$ cat src/rtl/dac_ctrl_pkg.sv
// Shared types and constants for the parallel DAC write path: FSM encoding,
// pin idle levels and the default strobe timing.
package dac_ctrl_pkg;

  localparam int SAMPLE_W = 8;

  typedef enum logic [2:0] {
    ST_IDLE,
    ST_SETUP,
    ST_STROBE,
    ST_HOLD,
    ST_LOAD
  } dac_state_t;

  localparam logic                PIN_IDLE   = 1'b1;
  localparam logic                PIN_ACTIVE = 1'b0;
  localparam logic [SAMPLE_W-1:0] DATA_IDLE  = '0;

  localparam int DEF_SETUP_CYCLES  = 1;
  localparam int DEF_WR_LOW_CYCLES = 3;
  localparam int DEF_HOLD_CYCLES   = 1;
  localparam int DEF_LDAC_CYCLES   = 2;

  function automatic int write_cycles(input int setup, input int wr_low,
                                      input int hold, input int ldac);
    return setup + wr_low + hold + ldac;
  endfunction

  localparam int WRITE_CYCLES = write_cycles(DEF_SETUP_CYCLES, DEF_WR_LOW_CYCLES,
                                             DEF_HOLD_CYCLES, DEF_LDAC_CYCLES);

endpackage

$ cat src/rtl/dac_write_control_if.sv
// Sample stream into the DAC writer: valid/ready handshake with 8-bit data.
interface dac_write_control_if;
  import dac_ctrl_pkg::*;

  logic                sample_valid;
  logic [SAMPLE_W-1:0] sample_data;
  logic                sample_ready;

  modport master (output sample_valid, output sample_data, input sample_ready);
  modport slave  (input sample_valid, input sample_data, output sample_ready);

endinterface

$ cat src/rtl/dac_sample_fifo.sv
// Small synchronous sample FIFO; head is visible combinationally, pop consumes it.
// Push when full and pop when empty are ignored.
module dac_sample_fifo #(
  parameter int DEPTH = 4,
  parameter int WIDTH = 8
) (
  input  logic             clk_100M,
  input  logic             reset,
  input  logic             push,
  input  logic [WIDTH-1:0] push_data,
  input  logic             pop,
  output logic             full,
  output logic             empty,
  output logic [WIDTH-1:0] head
);

  localparam int PW = (DEPTH > 1) ? $clog2(DEPTH) : 1;
  localparam int CW = $clog2(DEPTH + 1);

  logic [WIDTH-1:0] mem [DEPTH];
  logic [PW-1:0]    wr_ptr;
  logic [PW-1:0]    rd_ptr;
  logic [CW-1:0]    count;
  logic             do_push;
  logic             do_pop;

  assign full    = (count == CW'(DEPTH));
  assign empty   = (count == '0);
  assign do_push = push && !full;
  assign do_pop  = pop && !empty;
  assign head    = mem[rd_ptr];

  always_ff @(posedge clk_100M) begin
    if (reset) begin
      wr_ptr <= '0;
      rd_ptr <= '0;
      count  <= '0;
    end else begin
      if (do_push) wr_ptr <= wr_ptr + 1'b1;
      if (do_pop)  rd_ptr <= rd_ptr + 1'b1;
      case ({do_push, do_pop})
        2'b10:   count <= count + 1'b1;
        2'b01:   count <= count - 1'b1;
        default: count <= count;
      endcase
    end
  end

  // Storage needs no reset: nothing is read until the count says it was written.
  always_ff @(posedge clk_100M) begin
    if (do_push) mem[wr_ptr] <= push_data;
  end

endmodule

$ cat src/rtl/dac_write_control.sv
// Paced writer for an 8-bit parallel DAC: one CS/WR write plus LDAC update per period.
// Optional saturating underrun counter when DAC_UNDERRUN_CNT_EN is defined.
module dac_write_control
  import dac_ctrl_pkg::*;
#(
  parameter int UPDATE_PERIOD = 100,
  parameter int FIFO_DEPTH    = 4,
  parameter int SETUP_CYCLES  = DEF_SETUP_CYCLES,
  parameter int WR_LOW_CYCLES = DEF_WR_LOW_CYCLES,
  parameter int HOLD_CYCLES   = DEF_HOLD_CYCLES,
  parameter int LDAC_CYCLES   = DEF_LDAC_CYCLES
) (
  input  logic                clk_100M,
  input  logic                reset,
  input  logic                DAC_ready,
  dac_write_control_if.slave  smp,
  output logic [SAMPLE_W-1:0] DAC_Data,
  output logic                CS,
  output logic                WR,
  output logic                LDAC,
  output logic                underrun
`ifdef DAC_UNDERRUN_CNT_EN
  ,
  output logic [15:0]         underrun_count
`endif
);

  localparam int PCW       = (UPDATE_PERIOD > 1) ? $clog2(UPDATE_PERIOD) : 1;
  localparam int SCW       = 8;
  localparam int WR_CYCLES = write_cycles(SETUP_CYCLES, WR_LOW_CYCLES, HOLD_CYCLES, LDAC_CYCLES);

  logic [PCW-1:0]      period_cnt;
  logic                tick;
  dac_state_t          state;
  logic [SCW-1:0]      step_cnt;
  logic                fifo_full;
  logic                fifo_empty;
  logic [SAMPLE_W-1:0] fifo_head;
  logic                push;
  logic                pop;

  assign push             = smp.sample_valid && !fifo_full;
  assign smp.sample_ready = !fifo_full;
  assign tick             = (period_cnt == '0) && DAC_ready;
  assign pop              = tick && (state == ST_IDLE) && !fifo_empty;

  dac_sample_fifo #(
    .DEPTH (FIFO_DEPTH),
    .WIDTH (SAMPLE_W)
  ) u_fifo (
    .clk_100M  (clk_100M),
    .reset     (reset),
    .push      (push),
    .push_data (smp.sample_data),
    .pop       (pop),
    .full      (fifo_full),
    .empty     (fifo_empty),
    .head      (fifo_head)
  );

  // Parked at zero while the DAC is down, so the first tick lands right after it comes up.
  always_ff @(posedge clk_100M) begin
    if (reset || !DAC_ready) begin
      period_cnt <= '0;
    end else if (period_cnt == PCW'(UPDATE_PERIOD - 1)) begin
      period_cnt <= '0;
    end else begin
      period_cnt <= period_cnt + 1'b1;
    end
  end

  always_ff @(posedge clk_100M) begin
    if (reset) begin
      state    <= ST_IDLE;
      step_cnt <= '0;
      DAC_Data <= DATA_IDLE;
      CS       <= PIN_IDLE;
      WR       <= PIN_IDLE;
      LDAC     <= PIN_IDLE;
      underrun <= 1'b0;
    end else begin
      underrun <= tick && fifo_empty;
      case (state)
        ST_IDLE: begin
          if (pop) begin
            DAC_Data <= fifo_head;
            CS       <= PIN_ACTIVE;
            step_cnt <= SCW'(SETUP_CYCLES - 1);
            state    <= ST_SETUP;
          end
        end
        ST_SETUP: begin
          if (step_cnt == '0) begin
            WR       <= PIN_ACTIVE;
            step_cnt <= SCW'(WR_LOW_CYCLES - 1);
            state    <= ST_STROBE;
          end else begin
            step_cnt <= step_cnt - 1'b1;
          end
        end
        ST_STROBE: begin
          if (step_cnt == '0) begin
            WR       <= PIN_IDLE;
            step_cnt <= SCW'(HOLD_CYCLES - 1);
            state    <= ST_HOLD;
          end else begin
            step_cnt <= step_cnt - 1'b1;
          end
        end
        ST_HOLD: begin
          if (step_cnt == '0) begin
            CS       <= PIN_IDLE;
            LDAC     <= PIN_ACTIVE;
            step_cnt <= SCW'(LDAC_CYCLES - 1);
            state    <= ST_LOAD;
          end else begin
            step_cnt <= step_cnt - 1'b1;
          end
        end
        ST_LOAD: begin
          if (step_cnt == '0) begin
            LDAC  <= PIN_IDLE;
            state <= ST_IDLE;
          end else begin
            step_cnt <= step_cnt - 1'b1;
          end
        end
        default: begin
          CS    <= PIN_IDLE;
          WR    <= PIN_IDLE;
          LDAC  <= PIN_IDLE;
          state <= ST_IDLE;
        end
      endcase
    end
  end

`ifdef DAC_UNDERRUN_CNT_EN
  always_ff @(posedge clk_100M) begin
    if (reset) begin
      underrun_count <= '0;
    end else if (tick && fifo_empty && (underrun_count != 16'hFFFF)) begin
      underrun_count <= underrun_count + 16'd1;
    end
  end
`endif

  // A full write must always fit inside one period, so ticks only ever see IDLE.
  always @(posedge clk_100M) begin
    if (!reset) begin
      assert (UPDATE_PERIOD >= WR_CYCLES + 2);
      assert (!(tick && (state != ST_IDLE)));
    end
  end

endmodule
$ cat src/flat_wrapper.sv
// flat-port wrapper written by rule: the top's interface ports become plain ports
module dac_write_control_flat import dac_ctrl_pkg::*;
#(
  parameter int UPDATE_PERIOD = 100,
  parameter int FIFO_DEPTH    = 4,
  parameter int SETUP_CYCLES  = DEF_SETUP_CYCLES,
  parameter int WR_LOW_CYCLES = DEF_WR_LOW_CYCLES,
  parameter int HOLD_CYCLES   = DEF_HOLD_CYCLES,
  parameter int LDAC_CYCLES   = DEF_LDAC_CYCLES
)
  (clk_100M, reset, DAC_ready, DAC_Data, CS, WR, LDAC, underrun, smp_sample_valid, smp_sample_data, smp_sample_ready);
  dac_write_control_if smp_i ();
  input  logic clk_100M;
  input  logic reset;
  input  logic DAC_ready;
  output logic [SAMPLE_W-1:0] DAC_Data;
  output logic CS;
  output logic WR;
  output logic LDAC;
  output logic underrun;
  input wire logic [$bits(smp_i.sample_valid)-1:0] smp_sample_valid;
  input wire logic [$bits(smp_i.sample_data)-1:0] smp_sample_data;
  output wire logic [$bits(smp_i.sample_ready)-1:0] smp_sample_ready;
  assign smp_i.sample_valid = smp_sample_valid;
  assign smp_i.sample_data = smp_sample_data;
  assign smp_sample_ready = smp_i.sample_ready;
  dac_write_control #(.UPDATE_PERIOD(UPDATE_PERIOD), .FIFO_DEPTH(FIFO_DEPTH), .SETUP_CYCLES(SETUP_CYCLES), .WR_LOW_CYCLES(WR_LOW_CYCLES), .HOLD_CYCLES(HOLD_CYCLES), .LDAC_CYCLES(LDAC_CYCLES)) u_core (.clk_100M(clk_100M), .reset(reset), .DAC_ready(DAC_ready), .smp(smp_i), .DAC_Data(DAC_Data), .CS(CS), .WR(WR), .LDAC(LDAC), .underrun(underrun));
endmodule
$ cat config.mk
export PLATFORM = sky130hd
export DESIGN_NAME = dac_write_control_flat
export DESIGN_NICKNAME = d
export VERILOG_FILES = /design/src/rtl/dac_ctrl_pkg.sv /design/src/rtl/dac_write_control_if.sv /design/src/rtl/dac_sample_fifo.sv /design/src/rtl/dac_write_control.sv /design/src/flat_wrapper.sv
export SDC_FILE = /design/constraint.sdc
export NUM_CORES = 1
export LEC_CHECK = 0
export ABC_CLOCK_PERIOD_IN_PS = 7200
export CORE_MARGIN = 4
export CORE_UTILIZATION = 62
export CTS_CLUSTER_SIZE = 14
export DETAILED_ROUTE_END_ITERATION = 10
export PLACE_DENSITY_LB_ADDON = 0.15
export SYNTH_ARGS = -nofsm -noshare
export SYNTH_HDL_FRONTEND = slang
export SYNTH_HIERARCHICAL = 1
export SYNTH_SLANG_ARGS = --single-unit
$ cat constraint.sdc
create_clock -name clk_100M -period 7.2 [get_ports clk_100M]
set_input_delay 0.72 -clock clk_100M [delete_from_list [all_inputs] [get_ports clk_100M]]
set_output_delay 0.72 -clock clk_100M [all_outputs]
set_load 0.05 [all_outputs]
==> impl_metrics.csv <==
group,metric,value,unit
logic_synthesis,ys_seq_elements,71,
finish,layout_common_cells,"39 x dfxtp_1, 32 x nor2_1, 32 x edfxtp_1, 24 x clkdlybuf4s50_1, 19 x inv_1",
placed_design,gp_congestion,0.812,
grt,grt_max_degree,35,
worst_hold_path,min-delay-path-class,"reg2reg",
power,switching_share,37.7,%
clocking,cts_hold_buf,0,
placed_design,post_dp_cell_area,3430,um^2
grt,grt_pass1_vias,2018,
logic_synthesis,synth.cell_area,3130,um^2
finish,regArea,1740,um^2
logic_synthesis,synth_edf_count,32,
grt,grt_overflow_total,0,
logic_synthesis,yosys_warnings,6,
clocking,clk_pin_slew,0.08,ns
logic_synthesis,synth_top_flop_cell,"dfxtp_1",
critical_path,worstPathMaxFanout,3,
critical_path,worstPathArrival,3.51,ns
finish,n_antenna_cell,0,
floorplanning,num_rows,25,
logic_synthesis,yosysUniqueCellTypes,53,
critical_path,path_class,"in2reg",
timing,setup_viol,0,
run_status,status,"finished, final reports clean",
logic_synthesis,seq_area_frac_synth,55.6,%
critical_path,start_kind,"input pin",
finish,fill_cells,323,
finish,area_delta_synth_final,16.0,%
clocking,insertion_delay,0.34,ns
clocking,numCtsBuffers,9,
finish,drive_gt1_share,12.0,%
timing,tns,0,ns
grt,grt.total_usage,20.0,%
placed_design,dpl.hpwl,3660,um
floorplanning,die_h,79.1,um
timing,fin_ws,3.96,ns
critical_path,end_kind,"flip-flop",
finish,final_util,75.5,%
logic_synthesis,synthCells,260,
finish,multi_input_area,1280,um^2
power,power.density,400,nW/um^2
clocking,cts_tree,"done",
finish,fin_nets,309,
power,p_int,906,uW
timing,fin_skew,0.00901,ns
route,drtPass1Iterations,4,
finish,mostFrequentLayoutCell,"dfxtp_1",
grt,antenna_found_initial,0,
power,p_leak,0.00135,uW
timing,worst_slew_margin_rel,52.7,%
critical_path,worstRegToRegCells,13,
floorplanning,io_pins,25,
critical_path,crit_top_cell,"inv_1",
clocking,cts-root-buf,"clkbuf_8",
floorplanning,die_x,79.1,um
floorplanning,core_region_area,4820,um^2
power,ir_drop,0.215,mV
route,via_per_inst,5.62,
clocking,cts_sinks,71,
grt,grt_first_pass_wirelength,9530,um
placed_design,port_buffers,24,
clocking,cts_max_level,3,
critical_path,cp.required,7.47,ns
power,p_switching,549,uW
route,ant_nets,0,
clocking,cts_resized,0,
timing,rsz0062_at_grt,"false",
flow_run,drv_cap,0,
worst_hold_path,holdPathStages,1,
route,via_count,2019,
logic_synthesis,synthesis.nets,282,
logic_synthesis,syn_area_per_cell,12.1,um^2
timing,slew_violations,0,
finish,fin_area,3630,um^2
timing,fmax,309,MHz
critical_path,worst-path-stages,12,
critical_path,crit_chain,"clkdlybuf4s50_1, nor4bb_1, nand2_1, nor2_1, o31ai_2, inv_1, ha_1, inv_1, fa_1, xor2_1, or3_1, a21oi_1",
clocking,postCtsSetupBuffers,0,
floorplanning,initial_utilization,65.1,%
critical_path,crit_family,"simple AND/OR/NAND/NOR gates",
power,comb_power_share,40.5,%
critical_path,path_buf_inv,3,
timing,fin_crit_sh,45.0,%
route,routed_wl,5340,um
floorplanning,dieArea,6260,um^2
power,clkPwrFrac,22.5,%
timing,period_minus_slack,3.24,ns
critical_path,cp_slowest_cell,"clkdlybuf4s50_1",
route,dr.first_iter.drc_count,144,
route,drc,0,
route,drt-wirelength-per-cell,14.9,um
critical_path,max_stage_delay,0.47,ns
placed_design,place_ws,3.61,ns
timing,tightest_slew,0.706,ns
clocking,clockBufferDepth,2,
power,pwr-share-seq,37.0,%
logic_synthesis,synthArstFlopShare,0,%
timing,hold_viol,0,
through the flow:
stage	hold slack, ns	power (uW)	std cells
final	0.469	1460	359
after global routing	0.492	1560	359
after CTS	0.471	1460	359
after detailed placement	0.453	1130	343
after global placement	0.446	1130	343
after floorplan	0.430	1010	260
worst paths after layout:
kind,start,endpoint,slack [ns]
setup / recovery,DAC_ready,u_core/u_fifo/count[2],3.96
hold / removal,u_core/period_cnt[0],u_core/period_cnt[0],0.47
setup reg to reg,u_core/period_cnt[0],u_core/u_fifo/count[2],4.34
hold reg to reg,u_core/period_cnt[0],u_core/period_cnt[0],0.47
cells by family (layout without fill, tap and decap cells):
| group | after synthesis | count (layout) | share of synthesized area, % |
|---|---|---|---|
| DFF | 71 | 71 | 55.6 |
| xor gates and xnor gates | 10 | 10 | 2.79 |
| and+or+nand+nor | 82 | 82 | 14.8 |
| adders and majority gates | 10 | 10 | 4.23 |
| buffers and inverters | 28 | 60 | 3.51 |
| AOI/OAI and AO/OA | 39 | 39 | 9.50 |
| muxes | 20 | 20 | 9.62 |
worst register-to-register path, cell delays in order (launching register included):
cell	delay (ns)
dfxtp_1	0.34
inv_1	0.06
ha_1	0.14
nor4bb_1	0.37
nand2_1	0.22
nor2_1	0.25
o31ai_2	0.13
inv_1	0.08
ha_1	0.18
inv_1	0.07
fa_1	0.38
xor2_1	0.16
or3_1	0.30
a21oi_1	0.14
power by group through the flow:
stage	clock network [uW]	logic, uW	registers [uW]
3_3_place_gp	0	581	544
2_1_floorplan	0	449	562
5_1_grt	356	650	550
4_1_cts	336	590	537
6_report	328	589	538
3_5_place_dp	0	585	547
final cells by class:
cell class                      instances  share of cell area [%]
Tap cell                               67                    2.31
Inverter                               19                    1.96
Timing Repair Buffer                   25                    6.82
Clock inverter                          7                    2.31
Multi-Input combinational cell        161                    35.3
Sequential cell                        71                    47.9
Clock buffer                            9                    3.41
synthesized netlist by cell type, types with 2 or more instances:
library cell	number	share of area [%]
a21o_1	2	0.48
a21oi_1	9	1.4
a31oi_1	3	0.60
and2_1	5	1.0
buf_1	2	0.24
buf_2	4	0.64
clkbuf_1	3	0.36
dfxtp_1	39	25
edfxtp_1	32	31
ha_1	9	3.6
inv_1	19	2.3
mux2i_1	11	3.5
mux4_2	8	5.7
nand2_1	9	1.1
nand2b_1	3	0.60
nand3_1	5	0.80
nand3b_1	2	0.48
nand4b_1	2	0.56
nor2_1	32	3.8
nor3_1	3	0.48
nor4_1	2	0.40
o21ai_0	6	0.96
o22ai_1	2	0.40
o32ai_1	5	1.4
or3_1	7	1.4
xnor2_1	3	0.84
xor2_1	7	2.0
metal layers:
metal | GRT usage [%] | up-vias | part of all wire (%)
met4 | 10.3 | 0 | 1.2
met3 | 4.65 | 5 | 4.3
met5 | 0 | - | 0
met2 | 30.7 | 38 | 48
li1 | - | 1004 | -
met1 | 26.5 | 972 | 46
sequential cells by signal, summed over array words and instances, names as in the netlist, 2 cells and up, named ones only:
name                  cells
u_core/state              3
u_core/DAC_Data           8
u_core/period_cnt         7
u_core/u_fifo/mem        32
u_core/u_fifo/rd_ptr      2
u_core/u_fifo/wr_ptr      2
u_core/step_cnt           8
u_core/u_fifo/count       3
Power figures use the tool's default switching activity.
